--- config.mk ---
export PLATFORM = sky130hd
export DESIGN_NAME = uart_frame_scheduler
export DESIGN_NICKNAME = d
export VERILOG_FILES = /design/src/rtl/telemetry_pkg.sv /design/src/rtl/frame_char_mux.sv /design/src/rtl/uart_frame_scheduler.sv
export SDC_FILE = /design/constraint.sdc
export NUM_CORES = 1
export LEC_CHECK = 0
export BUFFER_PORTS_ARGS = -buffer_cell sky130_fd_sc_hd__buf_2
export CORE_AREA = 2 2 115 117
export DETAILED_ROUTE_END_ITERATION = 10
export DIE_AREA = 0 0 117 119
export PLACE_DENSITY = 0.84
export SYNTH_ARGS = -nofsm -noshare
export SYNTH_HDL_FRONTEND = slang
export SYNTH_HIERARCHICAL = 1
export SYNTH_SLANG_ARGS = --single-unit
--- constraint.sdc ---
create_clock -name clk -period 2.2 [get_ports clk]
set_clock_uncertainty 0.2 [all_clocks]
set_input_delay 0.44 -clock clk [delete_from_list [all_inputs] [get_ports clk]]
set_output_delay 0.44 -clock clk [all_outputs]
set_load 0.01 [all_outputs]
--- src/rtl/telemetry_pkg.sv ---
// Shared types and helpers for the telemetry UART frame scheduler.
package telemetry_pkg;

  localparam int unsigned FRAME_LEN = 15;

  localparam logic [7:0] CHAR_SP = 8'h20;
  localparam logic [7:0] CHAR_CR = 8'h0D;
  localparam logic [7:0] CHAR_LF = 8'h0A;

  typedef enum logic [2:0] {
    IDLE,
    SNAP,
    LOAD,
    START,
    WAIT_ACK,
    WAIT_DONE
  } schedState_t;

  typedef struct packed {
    logic [11:0] enc1;
    logic [11:0] enc2;
    logic [7:0]  temp;
    logic [7:0]  bills;
  } frameFields_t;

  // Uppercase ASCII hex digit for one nibble.
  function automatic logic [7:0] nibbleToAscii(input logic [3:0] nib);
    return (nib < 4'd10) ? (8'h30 + 8'(nib)) : (8'h37 + 8'(nib));
  endfunction

endpackage

--- src/rtl/frame_char_mux.sv ---
// Selects the ASCII character at a given position of the "EEE EEE TT BB\r\n" frame.
module frame_char_mux
  import telemetry_pkg::*;
(
  input  frameFields_t frameRegs,
  input  logic [3:0]   charIdx,
  output logic [7:0]   frameChar_c
);

  always_comb begin
    frameChar_c = 8'h00;
    case (charIdx)
      4'd0:  frameChar_c = nibbleToAscii(frameRegs.enc1[11:8]);
      4'd1:  frameChar_c = nibbleToAscii(frameRegs.enc1[7:4]);
      4'd2:  frameChar_c = nibbleToAscii(frameRegs.enc1[3:0]);
      4'd3:  frameChar_c = CHAR_SP;
      4'd4:  frameChar_c = nibbleToAscii(frameRegs.enc2[11:8]);
      4'd5:  frameChar_c = nibbleToAscii(frameRegs.enc2[7:4]);
      4'd6:  frameChar_c = nibbleToAscii(frameRegs.enc2[3:0]);
      4'd7:  frameChar_c = CHAR_SP;
      4'd8:  frameChar_c = nibbleToAscii(frameRegs.temp[7:4]);
      4'd9:  frameChar_c = nibbleToAscii(frameRegs.temp[3:0]);
      4'd10: frameChar_c = CHAR_SP;
      4'd11: frameChar_c = nibbleToAscii(frameRegs.bills[7:4]);
      4'd12: frameChar_c = nibbleToAscii(frameRegs.bills[3:0]);
      4'd13: frameChar_c = CHAR_CR;
      4'd14: frameChar_c = CHAR_LF;
      default: frameChar_c = 8'h00;
    endcase
  end

endmodule

--- src/rtl/uart_frame_scheduler.sv ---
// Snapshots telemetry inputs and streams one ASCII hex frame per change/keep-alive
// into async_transmitter over its start/busy handshake.
module uart_frame_scheduler
  import telemetry_pkg::*;
#(
  parameter int unsigned KEEPALIVE_TICKS = 1000,
  parameter int unsigned ACK_TIMEOUT     = 4
) (
  input  logic        clk,
  input  logic        rst,
  input  logic        frame_tick,
  input  logic        force_send,
  input  logic [11:0] enc1_pos,
  input  logic [11:0] enc2_pos,
  input  logic [7:0]  temperature,
  input  logic [7:0]  bill_count,
  input  logic        tx_busy,
  output logic        tx_start,
  output logic [7:0]  tx_data,
  output logic        frame_busy,
  output logic        frame_done,
  output logic [15:0] frames_sent
);

  localparam int unsigned KaW      = (KEEPALIVE_TICKS > 1) ? $clog2(KEEPALIVE_TICKS) : 1;
  localparam int unsigned KaLimit  = (KEEPALIVE_TICKS > 0) ? KEEPALIVE_TICKS - 1 : 0;
  localparam int unsigned AckW     = (ACK_TIMEOUT > 1) ? $clog2(ACK_TIMEOUT) : 1;
  localparam int unsigned AckLimit = (ACK_TIMEOUT > 0) ? ACK_TIMEOUT - 1 : 0;
  localparam int unsigned IdxW     = 4;
  localparam logic [IdxW-1:0] LastIdx = IdxW'(FRAME_LEN - 1);

  schedState_t     state;
  frameFields_t    frameRegs;
  frameFields_t    shadowRegs;
  frameFields_t    liveFields;
  logic [IdxW-1:0] charIdx;
  logic [KaW-1:0]  kaCnt;
  logic [AckW-1:0] ackCnt;
  logic            pendingForce;
  logic [7:0]      frameChar;
  logic            kaExpired;
  logic            wantSend;

  assign liveFields = {enc1_pos, enc2_pos, temperature, bill_count};
  assign kaExpired  = (KEEPALIVE_TICKS != 0) && (kaCnt == KaW'(KaLimit));
  assign wantSend   = (liveFields != shadowRegs) || pendingForce || force_send || kaExpired;

  frame_char_mux uCharMux (
    .frameRegs   (frameRegs),
    .charIdx     (charIdx),
    .frameChar_c (frameChar)
  );

  // Frame sequencer with registered handshake outputs.
  always_ff @(posedge clk) begin
    if (rst) begin
      state        <= IDLE;
      frameRegs    <= '0;
      shadowRegs   <= '0;
      charIdx      <= '0;
      kaCnt        <= '0;
      ackCnt       <= '0;
      pendingForce <= 1'b1;
      tx_start     <= 1'b0;
      tx_data      <= 8'h00;
      frame_busy   <= 1'b0;
      frame_done   <= 1'b0;
      frames_sent  <= 16'h0000;
    end else begin
      tx_start   <= 1'b0;
      frame_done <= 1'b0;
      if (force_send) pendingForce <= 1'b1;

      case (state)
        IDLE: begin
          if (frame_tick) begin
            if (wantSend) begin
              state      <= SNAP;
              frame_busy <= 1'b1;
            end else if (KEEPALIVE_TICKS != 0) begin
              kaCnt <= kaCnt + KaW'(1);
            end
          end
        end

        SNAP: begin
          frameRegs <= liveFields;
          charIdx   <= '0;
          kaCnt     <= '0;
          // A force arriving during the snapshot is kept for the next tick.
          if (!force_send) pendingForce <= 1'b0;
          state <= LOAD;
        end

        LOAD: begin
          tx_data <= frameChar;
          state   <= START;
        end

        START: begin
          if (!tx_busy) begin
            tx_start <= 1'b1;
            ackCnt   <= '0;
            state    <= WAIT_ACK;
          end
        end

        WAIT_ACK: begin
          // A transmitter that never raises busy is assumed to have taken the byte.
          if (tx_busy || (ackCnt == AckW'(AckLimit))) begin
            state <= WAIT_DONE;
          end else begin
            ackCnt <= ackCnt + AckW'(1);
          end
        end

        WAIT_DONE: begin
          if (!tx_busy) begin
            if (charIdx == LastIdx) begin
              shadowRegs  <= frameRegs;
              frames_sent <= frames_sent + 16'd1;
              frame_done  <= 1'b1;
              frame_busy  <= 1'b0;
              state       <= IDLE;
            end else begin
              charIdx <= charIdx + IdxW'(1);
              state   <= LOAD;
            end
          end
        end

        default: begin
          state      <= IDLE;
          frame_busy <= 1'b0;
        end
      endcase
    end
  end

endmodule

After elaboration in Yosys (flattened, before gate mapping)

Cells that the tools add are included.

Flip-flop bits (word level): 127
Output and inout port bits: 27
Word-level logic and storage cells: 143

$add $sub $neg: 24
Order comparisons: 10
Eq/ne operators: 31
Muxes and demuxes: 37
Bitwise logic cells: 4
Reduce and logical (&&, ||, !) cells: 19

Operators with widths:

| operator                                                              | count |
|---|---|
| 6-bit by 4-bit adder with 7-bit output, first input constant          | 20 |
| 8-bit one-hot mux with 13 select lines                                | 1 |
| 8-bit two-way mux                                                     | 10 |
| 4-bit less-than comparator, second input constant                     | 10 |
| 40-bit inequality test                                                | 1 |
| 4-bit equality test, second input constant                            | 7 |
| 10-bit two-way mux                                                    | 2 |
| 10-bit one-hot mux with 2 select lines                                | 1 |
| 2-bit inequality test, second input constant                          | 9 |
| 3-bit one-hot mux with 6 select lines                                 | 1 |
| 16-bit by 1-bit adder with 16-bit output, second input constant       | 1 |
| 4-bit by 3-bit equality test with 1-bit output, second input constant | 4 |
| 3-bit two-way mux                                                     | 5 |
| 3-bit AND reduction                                                   | 4 |
| 10-bit by 1-bit adder with 10-bit output, second input constant       | 1 |
| 10-bit equality test, second input constant                           | 1 |
| 5-bit AND reduction                                                   | 2 |
| 1-bit two-way mux                                                     | 9 |
| 4-bit by 2-bit equality test with 1-bit output, second input constant | 2 |
| 4-bit two-way mux                                                     | 2 |
| 4-bit one-hot mux with 2 select lines                                 | 1 |
| 3-bit by 2-bit equality test with 1-bit output, second input constant | 2 |
| 3-bit equality test, second input constant                            | 2 |
| 2-bit two-way mux                                                     | 3 |
| 15 further kinds                                                      | 24 |

Logic depth before layout (Yosys ltp)

Gate-level depths: netlist (run 1).

Word-level depth: 7
Mapped depth: 9

Cells and area by module

The synthesis (run 1) kept the hierarchy.

By module, submodules not included:

| module               | times used | cells an instance | area each (µm²) | seq. area each (µm²) |
|---|---|---|---|---|
| uart_frame_scheduler | 1          | 667               | 5386.4          | 2542.4 |
| frame_char_mux       | 1          | 224               | 1382.6          | 0.0 |

Worst setup path before layout (run 1)

OpenSTA, ideal clock, no wires.

Path kind: input -> register
From: input enc1_pos[1]
To: register kaCnt[9]
Setup time: 71 ps
Arrival time: 1977 ps
Data required time: 1929 ps
Setup slack: -48 ps
Cell stages on the path: 6
Buffers on the path: 0
Path through: xor2_1 -> nor4_1 -> nand4_1 -> or4_1 -> or3_1 -> a21oi_1

Longest elaborated chain between the ends: 6

RTL lines:

| item                            | RTL line                   | text |
|---|---|---|
| start: declaration              | uart_frame_scheduler.sv:13 | `input logic [11:0] enc1_pos,` |
| 40-bit inequality test          | uart_frame_scheduler.sv:46 | `assign wantSend = (liveFields != shadowRegs) \|\| pendingForce \|\| force_send \|\| kaExpired;` |
| 1-bit logical OR (3 in series)  | uart_frame_scheduler.sv:46 |  |
| 2-bit inequality test (no line) | -                          |  |
| 3-bit AND reduction (no line)   | -                          |  |
| end signal: assignment          | uart_frame_scheduler.sv:81 | `kaCnt <= kaCnt + KaW'(1);` |
| end: declaration                | uart_frame_scheduler.sv:37 | `logic [KaW-1:0] kaCnt;` |

Every way passes these cells.
A chain may end at the register's enable or synchronous reset.

Worst setup path after layout (run 1)

From: register shadowRegs[21] (netlist name)
To: register kaCnt[6]

Longest elaborated chain between the ends: 6

RTL lines:

| item                            | RTL line                    | text |
|---|---|---|
| start: declaration              | uart_frame_scheduler.sv:34  | `frameFields_t shadowRegs;` |
| start signal: assignment        | uart_frame_scheduler.sv:120 | `shadowRegs <= frameRegs;` |
| 40-bit inequality test          | uart_frame_scheduler.sv:46  |  |
| 1-bit logical OR (3 in series)  | uart_frame_scheduler.sv:46  |  |
| 2-bit inequality test (no line) | -                           |  |
| 3-bit AND reduction (no line)   | -                           |  |

Every way passes these cells.

==> flow_metrics.tcl, run 1 <==
set metrics [dict create \
    status "complete, but fails checks" \
    violations "negative setup slack" \
    io_buffers 71 \
    die_area_sq_um 13900 \
    synth-edff-count 0 \
    drtIter0Drc 1032 \
    coreArea_sq_um 12900 \
    top_layer_used "met4" \
    antenna_found_initial 0 \
    peakVddDrop_v 0.000468 \
    drt_wl_total_um 24700 \
    die_width_um 117 \
    yosys_warnings 6 \
    ios 72 \
    grt_setup_unrepaired "yes" \
    drc 0 \
    wl_met2_um 11100 \
    power.density_nw_per_um2 735 \
    fmax_ghz 0.421 \
    viasPerCell 6.31 \
    cts.sinks 127 \
    tns_ps -1290 \
    areaGrowthSynthToFinish_pct 34.4 \
    p_comb_frac 0.138 \
    power_leakage_nw 3.38 \
    crit_slowest_cell "dfxtp_1" \
    dpl.hpwl_um 15000 \
    cts-htree-levels 4 \
    first_pass_iters 6 \
    yosysTopAreaCellShare 0.376 \
    dpl.cell_count 1181 \
    cp_max_fo 5 \
    slew_violations 0 \
    synth_cell_types 59 \
    maxCapViolCount 0 \
    grt_overflow 0 \
    clk_pin_slew_ps 70 \
    initial_core_util 0.526 \
    cts_tree "built" \
    synthArstFlopShare 0 \
    synth_top_area_cell "dfxtp_1" \
    stdcell_count 1228 \
    crit_buf_inv 2 \
    synth.area.top_cells "dfxtp_1, nand2_1, a21oi_1" \
    antenna_cells 0 \
    cp.required_ps 2360 \
    insertion_delay_ps 440 \
    critPathLaunchType "flop" \
    nFillCells 905 \
    p_switching_mw 1.83 \
    seq_power_share 0.373 \
    worst_pin_slew_ps 525 \
    drive_above_1_share 0.273 \
    rows 42 \
    crit_path_cell_trace "inv_1 > a222oi_1 > nor4b_4 > buf_4 > nand3_4 > or4_4 > a21oi_2" \
    ys_ff_latch 127 \
    wl_met3_um 2640 \
    synth_fp_nets 951 \
    syn-cell-area_sq_um 6770 \
    finalPower_mw 6.69 \
    grt_pass1_vias 6891 \
    critical_path_class "reg2reg" \
    ys_seq_area_frac 0.376 \
    cp_slowest_stage_delay_ps 440 \
    finalSetupViolCount 12 \
    grt_max_degree 62 \
    p_sw_frac 0.274 \
    synth_area_per_cell_sq_um 7.60 \
    min_path_type "in2reg" \
    setup_ws_ps -178 \
    vias 7745 \
    clock-root-buffer "clkbuf_16" \
    synthFlopType "dfxtp_1" \
    post-route-period-util 1.08 \
    drt-met1-wl_um 9340 \
    endpoint_kind "flop" \
    grt_usage 0.330 \
    syn-instance-count 891 \
    fin_nets 1099 \
    grt_pass1_wl_um 35500 \
    routedWlPerCell_um 20.1 \
    hold_viol_final 0 \
    numCtsBuffers 17 \
    clkPwrFrac 0.489 \
    cts_max_path_buffers 2 \
    dieHeight_um 119 \
    post-route-min-period_ps 2380 \
    globalplace.congestion 1.02 \
    cp_top_family "simple AND/OR/NAND/NOR gates" \
    slew_headroom 0.641 \
    cell_internal_pwr_mw 4.86 \
    drtAntennaViolNets 0 \
    critPathArrivalTime_ps 2540 \
]
tightest hold or removal path: cells and delay by family:
family,cells,cell delay (ps)
buffers and inverters,1,110
and+or+nand+nor,1,50
AOI/OAI and AO/OA,1,50
worst paths after layout:
path,startpoint,end,slack (ps),cells after the start
setup / recovery,shadowRegs[21]$_SDFFE_PP0P_,kaCnt[6]$_SDFFE_PP0P_,-180,7
setup reg to reg,shadowRegs[21]$_SDFFE_PP0P_,kaCnt[6]$_SDFFE_PP0P_,-180,7
hold / removal,bill_count[3],frameRegs[3]$_SDFFE_PP0P_,60,3
hold reg to reg,frameRegs[24]$_SDFFE_PP0P_,shadowRegs[24]$_SDFFE_PP0P_,260,2
Yosys cell counts (2+ instances only):
library cell / n
or2_2: 2
a211oi_1: 8
mux2i_1: 12
nor4_1: 11
a211o_1: 2
or4_1: 8
a2bb2oi_1: 2
nor4_2: 2
and3_1: 8
nor2_1: 53
a2111oi_0: 3
nor3_1: 8
nand3b_1: 5
and4b_1: 5
clkbuf_1: 37
o31ai_1: 7
nor3b_1: 2
nand4_1: 18
a21boi_0: 2
dfxtp_1: 127
o22ai_1: 12
o21ai_0: 24
inv_1: 33
a31oi_1: 4
nand3_1: 12
nand2b_1: 17
ha_1: 15
buf_1: 3
xnor2_1: 34
xor2_1: 21
o21a_1: 7
a21oi_1: 113
nand2_1: 205
nor2b_1: 16
nor4b_1: 5
a22oi_1: 6
o211ai_1: 3
buf_4: 3
a221oi_1: 2
or3_1: 10
o2111ai_1: 6
layer usage:
layer / up-vias / global-route usage
met5: - / 0
met4: 0 / 0.151
met3: 161 / 0.0738
met2: 573 / 0.518
met1: 3602 / 0.430
li1: 3409 / -
layout make-up:
| cell class | count | area (sq um) | area share |
|---|---|---|---|
| clock buffer | 19 | 453 | 0.0498 |
| inverter | 33 | 124 | 0.0136 |
| sequential | 127 | 2580 | 0.283 |
| clock inverter | 13 | 224 | 0.0246 |
| tap | 176 | 220 | 0.0242 |
| multi-input combinational | 687 | 4270 | 0.469 |
| timing repair buffer | 173 | 1230 | 0.135 |
logic make-up (layout without fill, tap and decap cells):
group	Yosys count	in the layout	share of synthesized area
buffers and inverters	78	238	0.0462
xor gates and xnor gates	55	55	0.0712
adders and majority gates	15	15	0.0277
and+or+nand+nor	394	395	0.278
DFF	127	127	0.376
other	1	1	0.000554
muxes	13	13	0.0194
AOI/OAI and AO/OA	208	208	0.182
state kept, by name (all words and copies together), names as in the netlist:
name          flops
ackCnt            2
charIdx           4
frameRegs        40
frame_busy        1
frame_done        1
frames_sent      16
kaCnt            10
pendingForce      1
shadowRegs       40
state             3
tx_data           8
tx_start          1
layout by cell type, fill, tap and decap left out, drive strengths merged, types with 19 or more instances in the layout:
cell,n
nand2,206
buf,172
dfxtp,127
a21oi,113
nor2,54
inv,39
xnor2,34
o21ai,24
xor2,21
clkbuf,19
power groups by stage:
stage	combinational, mW	clock [mW]	sequential, mW
floorplan	0.442	0	2.53
global route	0.987	3.37	2.51
global placement	0.805	0	2.53
detailed placement	0.820	0	2.53
finish	0.924	3.27	2.50
CTS	0.845	3.26	2.48
through the flow:
stage,utilization,area (sq um),hold slack (ps),setup slack [ps]
floorplan,-,6780,236,-48.0
global placement,0.613,7900,243,-408
detailed placement,0.613,7900,255,-394
CTS,0.679,8740,53.5,-32.7
global route,0.707,9100,69.9,-157
finish,0.707,9100,61.4,-178
repair_timing:
action                                  CTS  global route
hold endpoints to repair                  1             0
resized for setup                        28            72
cloned                                    2             0
buffers inserted                          3             9
endpoints found under the setup margin   16            23
pin swaps                                23            29
hold buffers                              1             0
Note: power is estimated with default switching activity, not from simulation.
==> run 2, diff against run 1 <==
Settings changed: RECOVER_POWER set to 100, SLEW_MARGIN set to 10.
==> flow_metrics.tcl, run 2 (synthesis results as in run 1) <==
set metrics [dict create \
    seq_power_share 0.373 \
    io_buffers 71 \
    critPathArrivalTime_ps 2520 \
    ios 72 \
    grt_max_degree 62 \
    areaGrowthSynthToFinish_pct 33.8 \
    cp.required_ps 2360 \
    hold_viol_final 0 \
    slew_headroom 0.588 \
    globalplace.congestion 1.02 \
    vias 7717 \
    antenna_found_initial 0 \
    final_cell_mix "nand2_1, a21oi_1, dfxtp_1, buf_4, nor2_1" \
    peakVddDrop_v 0.000467 \
    dpl.hpwl_um 15000 \
    top_regs "frameRegs: 40 flops, shadowRegs: 40 flops, frames_sent: 16 flops" \
    cts_max_path_buffers 2 \
    gr-max-usage-layer "met2" \
    coreArea_sq_um 12900 \
    drt_wl_total_um 24900 \
    clock-root-buffer "clkbuf_16" \
    viasPerCell 6.28 \
    cp_slowest_stage_delay_ps 450 \
    clkPwrFrac 0.488 \
    drive_above_1_share 0.245 \
    fin_nets 1099 \
    dieHeight_um 119 \
    grt_pass1_wl_um 35500 \
    slew_violations 0 \
    initial_core_util 0.526 \
    whs_ps 60.5 \
    antenna_cells 0 \
    nFillCells 922 \
    cts.sinks 127 \
    endpoint_kind "flop" \
    drtIter0Drc 1102 \
    worst_pin_slew_ps 602 \
    die_area_sq_um 13900 \
    setup_ws_ps -159 \
    finalSetupViolCount 16 \
    cp_max_fo 5 \
    min_path_type "in2reg" \
    status "complete, but fails checks" \
    numCtsBuffers 17 \
    cts-htree-levels 4 \
    critPathLaunchType "flop" \
    violations "negative setup slack" \
    cts_tree "built" \
    die_width_um 117 \
    insertion_delay_ps 440 \
    post-route-min-period_ps 2360 \
    power.density_nw_per_um2 739 \
    grt_setup_unrepaired "yes" \
    rows 42 \
    p_sw_frac 0.274 \
    crit_slowest_cell "or4_4" \
    drc 0 \
    first_pass_iters 7 \
    routedWlPerCell_um 20.3 \
    grt_overflow 0 \
    crit_path_cell_trace "inv_1 > a222oi_1 > nor4b_4 > buf_4 > nand3_4 > or4_4 > a21oi_2" \
    gr-usage-met1 0.430 \
    final_common_cell "nand2_1" \
    fmax_ghz 0.424 \
    drtAntennaViolNets 0 \
    met3_usage 0.0738 \
    critical_path_class "reg2reg" \
    p_switching_mw 1.83 \
    p_comb_frac 0.138 \
    maxCapViolCount 0 \
    finalPower_mw 6.69 \
    grt_usage 0.330 \
    grt_util_met2 0.518 \
    clk_pin_slew_ps 70 \
    cell_internal_pwr_mw 4.86 \
    power_leakage_nw 3.26 \
    grt_pass1_vias 6891 \
    post-route-period-util 1.07 \
]
[run 2: cell types whose count changed in the layout (fill, tap and decap cells not counted), sizes merged]
cell    delta
clkbuf    +28
buf       -28
[run 2: worst paths after layout]
kind                                               endpoint                   startpoint  cells past startpoint  slack (ps)
worst max-delay path                  kaCnt[6]$_SDFFE_PP0P_  shadowRegs[21]$_SDFFE_PP0P_                      7        -160
worst min-delay path              frameRegs[3]$_SDFFE_PP0P_                bill_count[3]                      3          60
worst max register to register        kaCnt[6]$_SDFFE_PP0P_  shadowRegs[21]$_SDFFE_PP0P_                      7        -160
worst min register to register  shadowRegs[24]$_SDFFE_PP0P_   frameRegs[24]$_SDFFE_PP0P_                      2         270
[run 2: power by group through the flow]
stage / Combinational [mW] / Sequential [mW] / Clock [mW]
3_5_place_dp: 0.820 / 2.53 / 0
3_3_place_gp: 0.805 / 2.53 / 0
4_1_cts: 0.845 / 2.48 / 3.26
6_report: 0.924 / 2.50 / 3.27
2_1_floorplan: 0.442 / 2.53 / 0
5_1_grt: 0.983 / 2.51 / 3.37
[run 2: metrics by stage]
step	TNS [ps]	util	cell area, sq um	setup WS, ps	instances
floorplan	-48.0	-	6780	-48.0	891
global placement	-4140	0.613	7900	-408	1181
detailed placement	-4130	0.613	7900	-394	1181
CTS	-32.7	0.679	8740	-32.7	1219
global route	-1730	0.703	9050	-157	1228
finish	-1250	0.703	9050	-159	1228
[run 2: timing repair]
action,CTS,global route
gates resized for setup,28,72
buffers inserted,3,9
setup endpoints to repair,16,23
pin swaps,23,29
cloned,2,0
hold endpoints to repair,1,0
hold buffers,1,0
[run 2: area by class of cell]
class,instances,area (sq um),share of cell area
inverters,33,124,0.0137
well taps,176,220,0.0243
repair buffers,173,1200,0.132
multi-input cells,687,4260,0.471
clock buffers,19,453,0.0500
clock inverters,13,224,0.0247
flip-flops and latches,127,2570,0.284
[run 2: critical path, delay by kind of cell, from the launching register on]
family / cells / cell delay [ps]
AOI/OAI and AO/OA: 2 / 510
buffers and inverters: 2 / 270
DFF: 1 / 440
and+or+nand+nor: 3 / 870
[run 2: metal layers]
layer | routed length, um | up-vias
met5 | 0 | -
met4 | 1660 | 0
met3 | 2750 | 162
met2 | 11100 | 596
met1 | 9390 | 3561
li1 | - | 3398
